$ cat src/rtl/sys_bus_pkg.sv
// Shared helpers for the system bus: index-width sizing for host/device selectors.
package sys_bus_pkg;

  // Selector width for n ports; never narrower than one bit so registers stay legal.
  function automatic int idx_width(input int n);
    return (n > 1) ? $clog2(n) : 1;
  endfunction

endpackage

$ cat src/rtl/sys_bus_decoder.sv
// Address decoder: base/mask match against every device, lowest matching index wins.
module sys_bus_decoder
  import sys_bus_pkg::*;
#(
  parameter int NrDevices    = 1,
  parameter int AddressWidth = 32,
  localparam int DevIdxW     = idx_width(NrDevices)
) (
  input  logic [AddressWidth-1:0] addr,
  input  logic [AddressWidth-1:0] cfg_device_addr_base [NrDevices],
  input  logic [AddressWidth-1:0] cfg_device_addr_mask [NrDevices],
  output logic                    hit,
  output logic [DevIdxW-1:0]      dev_idx
);

  logic [NrDevices-1:0] match;

  for (genvar gi = 0; gi < NrDevices; gi++) begin : g_match
    assign match[gi] = (addr & cfg_device_addr_mask[gi]) ==
                       (cfg_device_addr_base[gi] & cfg_device_addr_mask[gi]);
  end

  // Scan downwards so the last assignment, the lowest index, takes precedence.
  always_comb begin
    hit     = 1'b0;
    dev_idx = '0;
    for (int d = NrDevices - 1; d >= 0; d--) begin
      if (match[d]) begin
        hit     = 1'b1;
        dev_idx = DevIdxW'(d);
      end
    end
  end

endmodule

$ cat src/rtl/sys_bus.sv
// Single-layer interconnect: fixed-priority host arbitration, address decode to devices,
// and one-cycle-later routing of the device response back to the granted host.
module sys_bus
  import sys_bus_pkg::*;
#(
  parameter int NrDevices    = 1,
  parameter int NrHosts      = 1,
  parameter int DataWidth    = 32,
  parameter int AddressWidth = 32
) (
  input  logic                      clk_i,
  input  logic                      rst_i,
  input  logic [NrHosts-1:0]        host_req_i,
  output logic [NrHosts-1:0]        host_gnt_o,
  input  logic [AddressWidth-1:0]   host_addr_i  [NrHosts],
  input  logic [NrHosts-1:0]        host_we_i,
  input  logic [DataWidth/8-1:0]    host_be_i    [NrHosts],
  input  logic [DataWidth-1:0]      host_wdata_i [NrHosts],
  output logic [NrHosts-1:0]        host_rvalid_o,
  output logic [DataWidth-1:0]      host_rdata_o [NrHosts],
  output logic [NrHosts-1:0]        host_err_o,
  output logic [NrDevices-1:0]      device_req_o,
  output logic [AddressWidth-1:0]   device_addr_o  [NrDevices],
  output logic [NrDevices-1:0]      device_we_o,
  output logic [DataWidth/8-1:0]    device_be_o    [NrDevices],
  output logic [DataWidth-1:0]      device_wdata_o [NrDevices],
  input  logic [NrDevices-1:0]      device_rvalid_i,
  input  logic [DataWidth-1:0]      device_rdata_i [NrDevices],
  input  logic [NrDevices-1:0]      device_err_i,
  input  logic [AddressWidth-1:0]   cfg_device_addr_base [NrDevices],
  input  logic [AddressWidth-1:0]   cfg_device_addr_mask [NrDevices]
);

  localparam int HostIdxW = idx_width(NrHosts);
  localparam int DevIdxW  = idx_width(NrDevices);

  logic                    any_req;
  logic [HostIdxW-1:0]     host_sel_next;
  logic [AddressWidth-1:0] win_addr;
  logic                    win_we;
  logic [DataWidth/8-1:0]  win_be;
  logic [DataWidth-1:0]    win_wdata;
  logic                    dev_hit;
  logic [DevIdxW-1:0]      dev_idx;

  logic                    pending_reg;
  logic                    unmapped_reg;
  logic [HostIdxW-1:0]     host_sel_reg;
  logic [DevIdxW-1:0]      dev_sel_reg;

  logic                    rsp_valid;
  logic                    rsp_err;
  logic [DataWidth-1:0]    rsp_data;

  // Fixed priority: scanning downwards leaves the lowest requesting host selected.
  always_comb begin
    any_req       = 1'b0;
    host_sel_next = '0;
    win_addr      = '0;
    win_we        = 1'b0;
    win_be        = '0;
    win_wdata     = '0;
    for (int h = NrHosts - 1; h >= 0; h--) begin
      if (host_req_i[h]) begin
        any_req       = 1'b1;
        host_sel_next = HostIdxW'(h);
        win_addr      = host_addr_i[h];
        win_we        = host_we_i[h];
        win_be        = host_be_i[h];
        win_wdata     = host_wdata_i[h];
      end
    end
  end

  sys_bus_decoder #(
    .NrDevices   (NrDevices),
    .AddressWidth(AddressWidth)
  ) u_decoder (
    .addr                (win_addr),
    .cfg_device_addr_base(cfg_device_addr_base),
    .cfg_device_addr_mask(cfg_device_addr_mask),
    .hit                 (dev_hit),
    .dev_idx             (dev_idx)
  );

  for (genvar gi = 0; gi < NrHosts; gi++) begin : g_gnt
    assign host_gnt_o[gi] = any_req && (host_sel_next == HostIdxW'(gi));
  end

  for (genvar gi = 0; gi < NrDevices; gi++) begin : g_dev
    assign device_req_o[gi]   = any_req && dev_hit && (dev_idx == DevIdxW'(gi));
    assign device_addr_o[gi]  = win_addr;
    assign device_we_o[gi]    = win_we;
    assign device_be_o[gi]    = win_be;
    assign device_wdata_o[gi] = win_wdata;
  end

  always_ff @(posedge clk_i or posedge rst_i) begin
    if (rst_i) begin
      pending_reg  <= 1'b0;
      unmapped_reg <= 1'b0;
      host_sel_reg <= '0;
      dev_sel_reg  <= '0;
    end else begin
      pending_reg  <= any_req;
      unmapped_reg <= ~dev_hit;
      host_sel_reg <= host_sel_next;
      dev_sel_reg  <= dev_idx;
    end
  end

  // Unmapped accesses get a synthetic error response instead of the device's.
  always_comb begin
    rsp_valid = 1'b0;
    rsp_err   = 1'b0;
    rsp_data  = '0;
    for (int d = 0; d < NrDevices; d++) begin
      if (dev_sel_reg == DevIdxW'(d)) begin
        rsp_valid = device_rvalid_i[d];
        rsp_err   = device_err_i[d];
        rsp_data  = device_rdata_i[d];
      end
    end
    if (unmapped_reg) begin
      rsp_valid = 1'b1;
      rsp_err   = 1'b1;
      rsp_data  = '0;
    end
  end

  for (genvar gi = 0; gi < NrHosts; gi++) begin : g_rsp
    logic sel;
    assign sel               = pending_reg && (host_sel_reg == HostIdxW'(gi));
    assign host_rvalid_o[gi] = sel && rsp_valid;
    assign host_err_o[gi]    = sel && rsp_err;
    assign host_rdata_o[gi]  = sel ? rsp_data : '0;
  end

endmodule

$ cat config.mk
export PLATFORM = sky130hd
export DESIGN_NAME = sys_bus
export DESIGN_NICKNAME = d
export VERILOG_FILES = /design/src/rtl/sys_bus_pkg.sv /design/src/rtl/sys_bus_decoder.sv /design/src/rtl/sys_bus.sv
export SDC_FILE = /design/constraint.sdc
export NUM_CORES = 1
export LEC_CHECK = 0
export ABC_CLOCK_PERIOD_IN_PS = 4800
export CAP_MARGIN = 15
export CORE_AREA = 2 2 107 109
export DETAILED_ROUTE_END_ITERATION = 8
export DIE_AREA = 0 0 109 111
export PLACE_DENSITY_LB_ADDON = 0.3
export SYNTH_ARGS = -nofsm -noshare
export SYNTH_HDL_FRONTEND = slang
export SYNTH_SLANG_ARGS = --single-unit
$ cat constraint.sdc
create_clock -name clk_i -period 4.8 [get_ports clk_i]
set_input_delay 1.44 -clock clk_i [delete_from_list [all_inputs] [get_ports clk_i]]
set_output_delay 1.44 -clock clk_i [all_outputs]
set_load 0.05 [all_outputs]
==> flow_summary_export.csv <==
group,metric,value,unit
final_layout,seq_area,50.0,um2
final_layout,nets,663,
critical_path,worstPathRequired,3.36,ns
synth,synth_cells,218,
final_layout,finalNonFillerCells,634,
synth,yosysTopAreaCellShare,44.3,%
global_routing,antenna_found_initial,0,
sta,worst_pin_slew,0.556,ns
pwr,leakagePower,0.00179,uW
pwr,powerDensity,126,nW/um2
placement,place_hpwl,8.05,mm
sta,period_needed,4.68,ns
critical_path,start_kind,"primary input",
global_routing,grt_pass1_wl,13.2,mm
clocking,clockRootBuffer,"clkbuf_16",
synth,synth.yosys.seq_area_share,3.58,%
placement,io_buffers,274,
final_layout,area_growth_syn_to_layout,212,%
global_routing,grt_overflow,0,
synth,syn_nets,388,
synth,yosysWarnings,0,
detailed_routing,post-route-drc-count,0,
synth,syn_area_per_cell,6.41,um2
synth,netlist_area,1400,um2
pwr,max-vdd-ir-drop,72.6,uV
placement,place_inst,630,
detailed_routing,wl_met3,1.16,mm
clocking,clkSinkCount,2,
floorplanning,die_area,12100,um2
critical_path,cp-end-kind,"output port",
synth,synth.distinct_cells,21,
critical_path,critPathMaxFanout,2,
detailed_routing,drtIter0Drc,68,
detailed_routing,vias,2630,
sta,fmax,0.214,GHz
sta,hold_viol_final,0,
clocking,htreeDepth,1,
sta,slew_headroom,62.8,%
min_path,hold_class,"in -> async",
clocking,cts_tree,"done",
synth,yosys.area.top_type,"and2_1",
sta,finalSetupViolCount,0,
clocking,cts_made_buffers,3,
detailed_routing,wl,9.12,mm
clocking,clk_pin_slew,0.03,ns
floorplanning,ios,275,
floorplanning,die_x,109,um
sta,fin_crit_sh,97.5,%
detailed_routing,ant_nets,0,
sta,layout_setup_ws,0.121,ns
synth,ys_ff_latch,2,
detailed_routing,wl_met2,4.95,mm
clocking,holdBufCountCts,0,
final_layout,multi_input_area,1340,um2
final_layout,fillerInstances,1146,
synth,synthTopCellsByArea,"and2_1, nand4b_1, nand2_1",
critical_path,cp_data_arrival_time,3.24,ns
final_layout,drive_above_1_share,18.9,%
final_layout,antenna_cells,0,
detailed_routing,drt-met1-wl,2.96,mm
detailed_routing,highest_layer,"met4",
detailed_routing,first_pass_iters,4,
sta,final_max_slew_viol_count,0,
placement,post-place-ws,-0.194,ns
job,max_cap_violations,0,
global_routing,grt_pass1_vias,2647,
global_routing,grtUsageTotal,13.9,%
detailed_routing,avgRoutedWirePerCell,14.4,um
sta,fin_tns_setup,0,ns
critical_path,worst-setup-path-type,"in -> out",
clocking,cts_buffer_depth,2,
floorplanning,die_h,111,um
run_status,outcome,"finished clean",
pwr,power,547,uW
placement,place.gp.congestion,0.737,
global_routing,grt_max_degree,47,
floorplanning,core,11100,um2
floorplanning,rows,39,
floorplanning,initial_core_util,12.6,%
detailed_routing,via_per_inst,4.15,
worst max-delay path, stage by stage:
cell and delay [ns]:
clkdlybuf4s50_1 0.40, and2_4 0.16, xor2_1 0.14, a2111oi_2 0.35
buf_4 0.17, nand4_1 0.12, nor3_2 0.26, clkbuf_16 0.20
cell families (layout without fill, tap and decap cells):
family | count (synthesis) | in the layout | share of synthesized area, %
buf+inv | 16 | 289 | 5.73
flops | 2 | 2 | 3.58
compound gates | 34 | 34 | 15.0
simple gates | 160 | 160 | 71.9
xor+xnor | 6 | 6 | 3.76
synthesized netlist by cell type:
cell type,instances
o21a_1,2
and2_1,99
nor2b_1,1
a2111oi_0,4
clkbuf_1,7
a2111oi_2,2
dfrtp_1,2
or2_1,1
o21ai_1,7
buf_6,1
buf_2,4
nand4_1,2
nand4b_1,26
inv_1,2
o21ai_0,19
buf_4,2
nand2_1,26
and2_4,2
nor4_1,2
xor2_1,6
nor3_1,1
layout by cell type, fill, tap and decap left out, types with 2 or more instances in the layout:
cell / netlist / layout
clkdlybuf4s50_1: 0 / 205
and2_1: 99 / 94
buf_4: 2 / 70
nand2_1: 26 / 26
nand4b_1: 26 / 26
o21ai_0: 19 / 13
o21ai_1: 7 / 13
and2_4: 2 / 7
xor2_1: 6 / 6
a2111oi_2: 2 / 5
dlymetal6s2s_1: 0 / 5
clkbuf_16: 0 / 4
nor4_2: 0 / 2
nand4_1: 2 / 2
o21a_1: 2 / 2
inv_1: 2 / 2
dfrtp_1: 2 / 2
buf_12: 0 / 2
path summary, 6_finish.rpt:
path / startpoint / end / slack (ns) / cells past startpoint
max in group asynchronous: rst_i / pending_reg / 3.32 / 2
worst min-delay path: rst_i / unmapped_reg / 1.37 / 2
worst max-delay path: host_addr_i[15] / device_req_o / 0.12 / 8
min in group clk_i: host_req_i / pending_reg / 1.58 / 2
routing by layer:
layer	vias to the layer above	GRT usage [%]
li1	1306	-
met1	1154	13.0
met2	168	28.4
met3	2	4.35
met4	0	2.82
met5	-	0
power by group:
group / internal [uW] / leakage (uW) / switching, uW / total (uW)
combinational: 208 / 0.00173 / 198 / 405
clock: 106 / 0.0000370 / 18.4 / 124
sequential: 17.4 / 0.0000204 / 0.274 / 17.7
timing repair:
| item | 4_1_cts | 5_1_grt |
|---|---|---|
| gates resized for setup | 5 | 23 |
| setup endpoints to repair | 1 | 1 |
| setup buffers | 0 | 1 |
| pin swaps | 0 | 7 |
through the flow:
| stage | hold slack, ns | area, um2 | util [%] |
|---|---|---|---|
| 2_1_floorplan | 1.18 | 1400 | - |
| 3_3_place_gp | 1.61 | 4190 | 37.9 |
| 3_5_place_dp | 1.61 | 4190 | 37.9 |
| 4_1_cts | 1.38 | 4290 | 38.7 |
| 5_1_grt | 1.40 | 4360 | 39.3 |
| 6_report | 1.37 | 4360 | 39.3 |
area by class of cell:
class	instances	area share [%]
Sequential cell	2	1.15
Inverter	2	0.172
Timing Repair Buffer	284	62.2
Clock buffer	3	1.72
Multi-Input combinational cell	200	30.6
Tap cell	143	4.11
Power figures use the tool's default switching activity.
